`config.mk`:
```
export PLATFORM = sky130hd
export DESIGN_NAME = ram_sp
export DESIGN_NICKNAME = d
export VERILOG_FILES = /design/src/rtl/ram_pkg.sv /design/src/rtl/ram_clr_seq.sv /design/src/rtl/ram_sp.sv
export SDC_FILE = /design/constraint.sdc
export NUM_CORES = 1
export LEC_CHECK = 0
export CORE_MARGIN = 1.5
export CORE_UTILIZATION = 60
export DETAILED_ROUTE_END_ITERATION = 12
export PLACE_DENSITY = 0.77
export SLEW_MARGIN = 10
export SYNTH_ARGS = -nofsm -noshare
export SYNTH_HDL_FRONTEND = slang
export SYNTH_HIERARCHICAL = 1
export SYNTH_SLANG_ARGS = --single-unit
```
`constraint.sdc`:
```
create_clock -name clk -period 4.4 [get_ports clk]
set_input_delay 0.88 -clock clk [delete_from_list [all_inputs] [get_ports clk]]
set_output_delay 0.88 -clock clk [all_outputs]
set_load 0.03 [all_outputs]
```
`src/rtl/ram_pkg.sv`:
```
// ram_pkg: shared definitions for the ram_sp storage block.
//   RAM_BYTE_W  - width of one byte lane controlled by a single byte enable
//   ram_state_t - clear sequencer states (RAM_CLEAR zero-fills, RAM_IDLE serves requests)
package ram_pkg;

    localparam int RAM_BYTE_W = 8;

    typedef enum logic [0:0] {
        RAM_CLEAR = 1'b0,
        RAM_IDLE  = 1'b1
    } ram_state_t;

endpackage

```
`src/rtl/ram_clr_seq.sv`:
```
// ram_clr_seq: clear sequencer for ram_sp. After reset or a clr pulse it walks
// clr_cnt from 0 to DEPTH-1, asserting clr_we so the storage writes zero to
// each location, then enters IDLE and raises ready.
// Ports:
//   clk      in  - rising-edge clock
//   rst_n    in  - synchronous active-low reset (enters CLEAR, counter 0)
//   clr      in  - restart the clear sequence
//   ready    out - 1 in IDLE, 0 while clearing
//   clr_we   out - zero-write strobe for the storage array
//   clr_addr out - location being zeroed this cycle
module ram_clr_seq
    import ram_pkg::*;
#(
    parameter int DEPTH  = 32,
    parameter int ADDR_W = $clog2(DEPTH)
) (
    input  logic              clk,
    input  logic              rst_n,
    input  logic              clr,
    output logic              ready,
    output logic              clr_we,
    output logic [ADDR_W-1:0] clr_addr
);

    localparam logic [ADDR_W-1:0] LAST_ADDR = ADDR_W'(DEPTH - 1);

    ram_state_t        state_q;
    ram_state_t        state_d;
    logic [ADDR_W-1:0] cnt_q;
    logic [ADDR_W-1:0] cnt_d;

    // Next-state logic: clr always restarts the fill from location 0.
    always_comb begin
        state_d = state_q;
        cnt_d   = cnt_q;
        case (state_q)
            RAM_CLEAR: begin
                if (clr) begin
                    cnt_d = {ADDR_W{1'b0}};
                end else if (cnt_q == LAST_ADDR) begin
                    state_d = RAM_IDLE;
                    cnt_d   = {ADDR_W{1'b0}};
                end else begin
                    cnt_d = cnt_q + ADDR_W'(1'b1);
                end
            end
            RAM_IDLE: begin
                if (clr) begin
                    state_d = RAM_CLEAR;
                    cnt_d   = {ADDR_W{1'b0}};
                end else begin
                    cnt_d = {ADDR_W{1'b0}};
                end
            end
            default: begin
                state_d = RAM_CLEAR;
                cnt_d   = {ADDR_W{1'b0}};
            end
        endcase
    end

    // State and counter registers.
    always_ff @(posedge clk) begin
        if (!rst_n) begin
            state_q <= RAM_CLEAR;
            cnt_q   <= {ADDR_W{1'b0}};
        end else begin
            state_q <= state_d;
            cnt_q   <= cnt_d;
        end
    end

    assign ready    = (state_q == RAM_IDLE);
    assign clr_we   = (state_q == RAM_CLEAR);
    assign clr_addr = cnt_q;

endmodule

```
`src/rtl/ram_sp.sv`:
```
// ram_sp: single-port synchronous RAM with byte-enabled writes, registered
// read data with a valid strobe, out-of-range detection and a built-in
// zero-fill sequencer that runs after reset or clr.
// Ports:
//   clk, rst_n  in  - clock, synchronous active-low reset
//   clr         in  - restart zero-fill (any request in that cycle is dropped)
//   req, we     in  - access request (accepted when req & ready), 1 = write
//   addr        in  - word address
//   be          in  - byte enables for writes
//   wdata       in  - write data
//   ready       out - high when requests can be accepted
//   rdata       out - registered read data, held between reads
//   rvalid      out - strobe the cycle after an accepted read
//   addr_err    out - strobe the cycle after an accepted access with addr >= DEPTH
module ram_sp
    import ram_pkg::*;
#(
    parameter int DATA_W = 32,
    parameter int DEPTH  = 32,
    parameter int ADDR_W = $clog2(DEPTH),
    parameter int BE_W   = DATA_W / 8
) (
    input  logic              clk,
    input  logic              rst_n,
    input  logic              clr,
    input  logic              req,
    input  logic              we,
    input  logic [ADDR_W-1:0] addr,
    input  logic [BE_W-1:0]   be,
    input  logic [DATA_W-1:0] wdata,
    output logic              ready,
    output logic [DATA_W-1:0] rdata,
    output logic              rvalid,
    output logic              addr_err
);

    // One extra bit so DEPTH itself is representable when DEPTH is a power of two.
    localparam logic [ADDR_W:0] DEPTH_X = (ADDR_W + 1)'(DEPTH);

    logic [DATA_W-1:0] mem_q [DEPTH];

    logic              clr_we_s;
    logic [ADDR_W-1:0] clr_addr_s;
    logic              accept_s;
    logic              in_range_s;
    logic              user_we_s;
    logic              user_rd_s;
    logic [DATA_W-1:0] rd_word_s;
    logic [DATA_W-1:0] wr_word_s;
    logic [DATA_W-1:0] rdata_q;
    logic [DATA_W-1:0] rdata_d;
    logic              rvalid_q;
    logic              addr_err_q;

    ram_clr_seq #(
        .DEPTH  (DEPTH),
        .ADDR_W (ADDR_W)
    ) u_clr_seq (
        .clk      (clk),
        .rst_n    (rst_n),
        .clr      (clr),
        .ready    (ready),
        .clr_we   (clr_we_s),
        .clr_addr (clr_addr_s)
    );

    // A clr in IDLE wins over a simultaneous request; reset overrides everything.
    assign accept_s   = rst_n & req & ready & ~clr;
    assign in_range_s = ({1'b0, addr} < DEPTH_X);
    assign user_we_s  = accept_s & we & in_range_s;
    assign user_rd_s  = accept_s & ~we;

    // Current word at addr; out-of-range reads return zero.
    always_comb begin
        if (in_range_s) begin
            rd_word_s = mem_q[addr];
        end else begin
            rd_word_s = {DATA_W{1'b0}};
        end
    end

    // Merge enabled byte lanes of wdata into the current word.
    always_comb begin
        wr_word_s = rd_word_s;
        for (int i = 0; i < BE_W; i++) begin
            if (be[i]) begin
                wr_word_s[i*RAM_BYTE_W +: RAM_BYTE_W] = wdata[i*RAM_BYTE_W +: RAM_BYTE_W];
            end else begin
                wr_word_s[i*RAM_BYTE_W +: RAM_BYTE_W] = rd_word_s[i*RAM_BYTE_W +: RAM_BYTE_W];
            end
        end
    end

    // Storage write port: clear-sequencer zero-fill or user write; reset leaves contents alone.
    always_ff @(posedge clk) begin
        if (rst_n) begin
            if (clr_we_s) begin
                mem_q[clr_addr_s] <= {DATA_W{1'b0}};
            end else if (user_we_s) begin
                mem_q[addr] <= wr_word_s;
            end
        end
    end

    // Read data only changes on an accepted read.
    always_comb begin
        if (user_rd_s) begin
            rdata_d = rd_word_s;
        end else begin
            rdata_d = rdata_q;
        end
    end

    // Output registers.
    always_ff @(posedge clk) begin
        if (!rst_n) begin
            rdata_q    <= {DATA_W{1'b0}};
            rvalid_q   <= 1'b0;
            addr_err_q <= 1'b0;
        end else begin
            rdata_q    <= rdata_d;
            rvalid_q   <= user_rd_s;
            addr_err_q <= accept_s & ~in_range_s;
        end
    end

    assign rdata    = rdata_q;
    assign rvalid   = rvalid_q;
    assign addr_err = addr_err_q;

endmodule
```
# After elaboration in Yosys (flattened, before gate mapping)
# Memories as Yosys holds them, arrays and structs flattened.
# Index checks and enable logic that the tools add are counted.
[op_classes] muxes=21 order_cmp=0 reduce_logical=1 shifts=0 eq_ne=1 n_addsub=1 bitwise_logic=8 n_mul=0 n_div=0
[ops] cell="$mux 32" count=1
[ops] cell="$mux 8" count=4
[ops] cell="$reduce_or 32->1" count=1
[ops] cell="$mux 5" count=3
[ops] cell="$mux 1" count=11
[ops] cell="$pmux 5 s2" count=1
[ops] cell="$add 5x1->5 const B" count=1
[ops] cell="$and 1x1->1" count=5
[ops] cell="$eq 5x5->1 const B" count=1
[ops] cell="$not 1->1" count=3
[ops] cell="$pmux 1 s2" count=1
[word_totals] wordCells=37 mem_count=1 latch_bits=0 ff_bits=39 in_bits=46 ramBits=1024 mem_bits_ro=0 out_inout_bits=35
[mem_list] memory="mem_q" depth=32 word_bits=32 rd=1 rd_clocked_by_memory_dff=0 write_ports=1 line_no="ram_sp.sv:40" source="logic [DATA_W-1:0] mem_q [DEPTH];"

# Longest topological paths before layout
[depth] word_depth=10 ltp_mapped=8

# Modules after synthesis
# The synthesis kept the hierarchy.
[modules_own_cells] module="ram_sp" cells_each=2376 area_per_inst_um2=41753.8 instances=1
[modules_own_cells] module="ram_clr_seq" cells_each=23 area_per_inst_um2=255.2 instances=1

# Least setup slack after synthesis
# No wires, ideal clock.
[synth_timing] kind="input to register" startpoint="input clr" endpoint="memory mem_q[10][0], enable pin" path_buffers=2 arrival_ps=3383 t_required_ps=3979 cell_stages=7 path_slack_ps=596 cell_sequence="nand4b_1 or3b_1 clkbuf_1 buf_2 nor3_1 nor2_1 nor2_1"
[synth_between] elab_chain_len=9 word_cells_on_any_way=10 classes_between="6 x mux; 3 x bitwise; 1 x reduce/logical"
[synth_lines] element="from (decl)" line_no="ram_sp.sv:25" source="input logic clr,"
[synth_lines] element="$not 1->1 *" line_no="ram_sp.sv:68" source="assign accept_s = rst_n & req & ready & ~clr;"
[synth_lines] element="$and 1x1->1 *" line_no="ram_sp.sv:68"
[synth_lines] element="$and 1x1->1 *" line_no="ram_sp.sv:70" source="assign user_we_s = accept_s & we & in_range_s;"
[synth_lines] element="$mux 1 *" line_no="ram_sp.sv:99" source="end else if (user_we_s) begin"
[synth_lines] element="$mux 1 *" line_no="ram_sp.sv:97" source="if (clr_we_s) begin"
[synth_lines] element="$mux 1 *" line_no="ram_sp.sv:96" source="if (rst_n) begin"
[synth_lines] element="$mux 1 (not written as such) *" line_no="ram_sp.sv:100" source="mem_q[addr] <= wr_word_s;"
[synth_lines] element="$reduce_or 32->1 (no source line)"
[synth_lines] element="$mux 5 (no source line) / $mux 1 (equally long branches)"
[synth_lines] element="to (decl)" line_no="ram_sp.sv:40"
# Mark *: on every way between the ends. The rest lies on a longest branch, timed or not.

# Worst setup path after layout
[layout_timing] startpoint="input addr[1]" endpoint="memory mem_q[22][4] (data pin)"
[layout_between] elab_chain_len=3
[layout_lines] element="from (decl)" line_no="ram_sp.sv:28" source="input logic [ADDR_W-1:0] addr,"
[layout_lines] element="$mem_v2 32x32"
[layout_lines] element="$mux 8" line_no="ram_sp.sv:86" source="if (be[i]) begin"
[layout_lines] element="$mux 32 (no source line)"
# Every way passes these cells.

==> impl_metrics.py <==
metrics = {
    "routing": {
        "drt_first_pass_iters": 6,
        "drc": 0,
        "drt_iter0_markers": 2842,
        "vias": 23750,
        "wire_per_inst_um": 29.7,
        "ant_nets": 0,
        "routed_wl_um": 107000,
        "vias_per_cell": 6.58,
    },
    "status": {
        "status": "complete, no violations",
    },
    "sta": {
        "fin_skew_ps": 33.5,
        "setup_violations": 0,
        "maxSlewViolCount": 0,
        "fin_crit_ps": 3570,
        "fmaxAchievable_ghz": 0.280,
        "tightest_slew_ps": 1150,
        "hold_viol": 0,
        "tns_ps": 0,
        "rsz0062_at_grt": "false",
        "slew_headroom_pct": 23.3,
        "finalCritPeriodShare_pct": 81.1,
    },
    "grt": {
        "use_met2_pct": 48.6,
        "busiest_layer": "met2",
        "use_met3_pct": 5.54,
        "gr-usage-met1_pct": 41.4,
        "antenna_found_initial": 1,
        "grtUsageTotal_pct": 30.2,
        "grt_max_degree": 75,
        "grt_pass1_wl_um": 155000,
        "grt_overflow": 0,
        "grt_pass1_vias": 23575,
    },
    "logic_synthesis": {
        "synth_edf_count": 1024,
        "syn_area_um2": 42000,
        "ys_ff_latch": 1063,
        "yosysSeqAreaShare_pct": 75.1,
        "ys_warn_count": 6,
        "ys_types": 47,
        "syn_inst": 2399,
        "ys.flop_type": "edfxtp_1",
        "yosys.area.top_type": "edfxtp_1",
        "syn_nets": 2447,
        "netlist.area_leader.share_pct": 73.2,
        "async_flop_share_pct": 0,
        "synth_area_per_cell_um2": 17.5,
        "synthTopCellsByArea": "edfxtp_1, mux2i_1, a22oi_1",
    },
    "place": {
        "gp_congestion": 0.822,
        "portBuffers": 79,
        "dp_hpwl_um": 60500,
        "dp.cells": 3420,
    },
    "critical_path": {
        "path_cells": "clkdlybuf4s50_1 -> and2_4 -> buf_4 -> a22oi_1 -> a21oi_1 -> nor4_2 -> o21a_1",
        "worstPathArrival_ps": 3890,
        "r2r-start": "u_clr_seq/ready",
        "slowest_delay_ps": 800,
        "worst_ep_required_time_ps": 4720,
        "crit_start": "addr[1]",
        "r2r_end": "mem_q[10][12]",
        "end_kind": "register",
        "cpMaxStageDelayCell": "o21a_1",
        "path_max_fanout": 36,
        "critPathKind": "input port to register",
        "crit_family": "compound AO/OA/AOI/OAI gates",
        "r2r_cells": 5,
        "start_kind": "input port",
        "reg2reg_slack_ps": 1000,
        "crit_buf_inv": 2,
    },
    "min_path": {
        "hold_depth": 1,
        "hold_class": "register to register",
        "worstHoldEndpoint": "u_clr_seq/clr_addr[0]",
        "min_from": "u_clr_seq/clr_addr[0]",
    },
    "floorplanning": {
        "die_w_um": 268,
        "core_um2": 68900,
        "row_count": 96,
        "start_util_pct": 60.9,
        "dieHeight_um": 268,
        "io_pins": 81,
        "die_area_um2": 71600,
    },
    "cells_and_area": {
        "fin_cells": 3612,
        "nets": 2640,
        "drive_gt1_share_pct": 15.3,
        "n_antenna_cell": 0,
        "areaGrowthSynthToFinish_pct": 16.0,
    },
    "flow_run": {
        "cap_violations": 0,
    },
    "power_and_ir_drop": {
        "leakage_nw": 14.8,
        "power.internal_mw": 16.6,
        "seq_power_share_pct": 52.8,
        "power_density_nw_per_um2": 426,
        "p_comb_share_pct": 3.0,
        "netSwitchingFraction_pct": 19.9,
        "pwr-share-clk_pct": 44.2,
        "max-vdd-ir-drop_uv": 396,
        "power_switching_mw": 4.14,
    },
    "cts": {
        "holdBufCountCts": 0,
        "post_cts_buffers": 0,
        "cts_sinks": 1063,
        "clkSlewWorstSetupHoldPaths_ps": 60,
        "root_buffer": "clkbuf_16",
        "insertion_delay_ps": 680,
        "clock_path_buffers": 3,
        "htreeDepth": 3,
        "cts_resized": 0,
        "cts_buffers": 101,
        "cts_tree": "done",
    },
}
[layout make-up]
cell class	count	area [um^2]
Sequential cell	1063	31500
Fill cell	4226	20200
Multi-Input combinational cell	1144	9760
Clock buffer	119	2700
Timing Repair Buffer	243	2560
Tap cell	931	1160
Clock inverter	73	846
Inverter	39	146
[flip-flops by register name, indices dropped and copies added (netlist names)]
name	cells
mem_q	1024
rdata	32
u_clr_seq/clr_addr	5
rvalid	1
u_clr_seq/ready	1
[how the worst max path moves through the flow]
stage	endpoint	slack, ps	depth (start not counted)
2_1_floorplan	mem_q[10][0]	600	7
4_1_cts	mem_q[10][16]	910	7
6_report	mem_q[22][4]	830	7
3_5_place_dp	mem_q[21][17]	260	7
3_3_place_gp	mem_q[26][8]	380	7
5_1_grt	mem_q[15][8]	640	7
[synth_stat cells, types with 2 or more instances]
cell	instances
a31oi_1	4
o21a_1	32
nor2_1	40
buf_1	17
o21ba_1	32
nand2b_4	2
nand2b_1	2
a21oi_1	161
nand2_1	2
a22oi_1	256
nor4b_1	2
dfxtp_1	39
o32a_1	2
edfxtp_1	1024
mux2i_1	512
buf_4	27
a32oi_1	2
clkbuf_1	61
o21ai_0	32
ha_1	2
nor4_2	32
nor2b_1	2
buf_2	30
clkbuf_4	2
inv_1	38
nor3_1	6
and2_1	3
buf_6	16
[per-stage QoR]
stage               total power [mW]  hold slack, ps  util [%]  setup slack (ps)  instance area (um^2)
floorplan                       11.6             462         -               596                 42000
global placement                11.8             489      65.5               378                 45200
detailed placement              11.8             531      65.5               261                 45200
CTS                             20.8             547      70.7               909                 48700
global route                    21.2             579      70.7               644                 48700
finish                          20.8             559      70.7               833                 48700
[layer usage]
| layer | share of wire (%) | routed length [um] |
|---|---|---|
| met3 | 11 | 11700 |
| met4 | 3.7 | 4000 |
| met5 | 0 | 0 |
| met2 | 48 | 51400 |
| met1 | 37 | 40300 |
[worst register-to-register path: cells and delay by family (launching register included)]
kind            cells  cell delay, ps
compound gates      2            1100
buf+inv             1             340
flops               1             560
simple gates        2            1040
[cells in the final DEF, fill, tap and decap left out, types with 3 or more instances in the layout]
cell type | netlist | routed
a21oi_1 | 161 | 161
a22oi_1 | 256 | 256
a31oi_1 | 4 | 4
buf_12 | 0 | 43
buf_4 | 27 | 121
bufinv_16 | 0 | 18
clkbuf_1 | 61 | 11
clkbuf_16 | 0 | 104
clkbuf_8 | 0 | 4
clkdlybuf4s50_1 | 0 | 77
clkinv_1 | 0 | 20
clkinv_2 | 0 | 20
clkinv_4 | 0 | 4
clkinvlp_4 | 0 | 7
dfxtp_1 | 39 | 39
edfxtp_1 | 1024 | 1024
inv_1 | 38 | 38
inv_6 | 0 | 3
mux2i_1 | 512 | 512
nor2_1 | 40 | 7
nor2_4 | 0 | 33
nor3_1 | 6 | 6
nor4_2 | 32 | 32
o21a_1 | 32 | 32
o21ai_0 | 32 | 32
o21ba_1 | 32 | 32
[power groups by stage]
stage | clock network (mW) | logic [mW] | registers [mW]
3_5_place_dp | 0 | 0.606 | 11.2
5_1_grt | 9.62 | 0.634 | 11.0
2_1_floorplan | 0 | 0.373 | 11.2
4_1_cts | 9.23 | 0.608 | 11.0
6_report | 9.18 | 0.619 | 11.0
3_3_place_gp | 0 | 0.599 | 11.2
[logic make-up (layout without fill, tap and decap cells)]
group | Yosys count | in the layout | synth area share (%)
AOI/OAI and AO/OA | 523 | 523 | 8.42
muxes | 512 | 512 | 12.2
xor gates and xnor gates | 2 | 2 | 0.0417
other | 1 | 1 | 0.00893
DFF | 1063 | 1063 | 75.1
and+or+nand+nor | 104 | 104 | 1.87
buffers and inverters | 192 | 474 | 2.35
adders and majority gates | 2 | 2 | 0.0596
(Power assumes the default switching activity.)
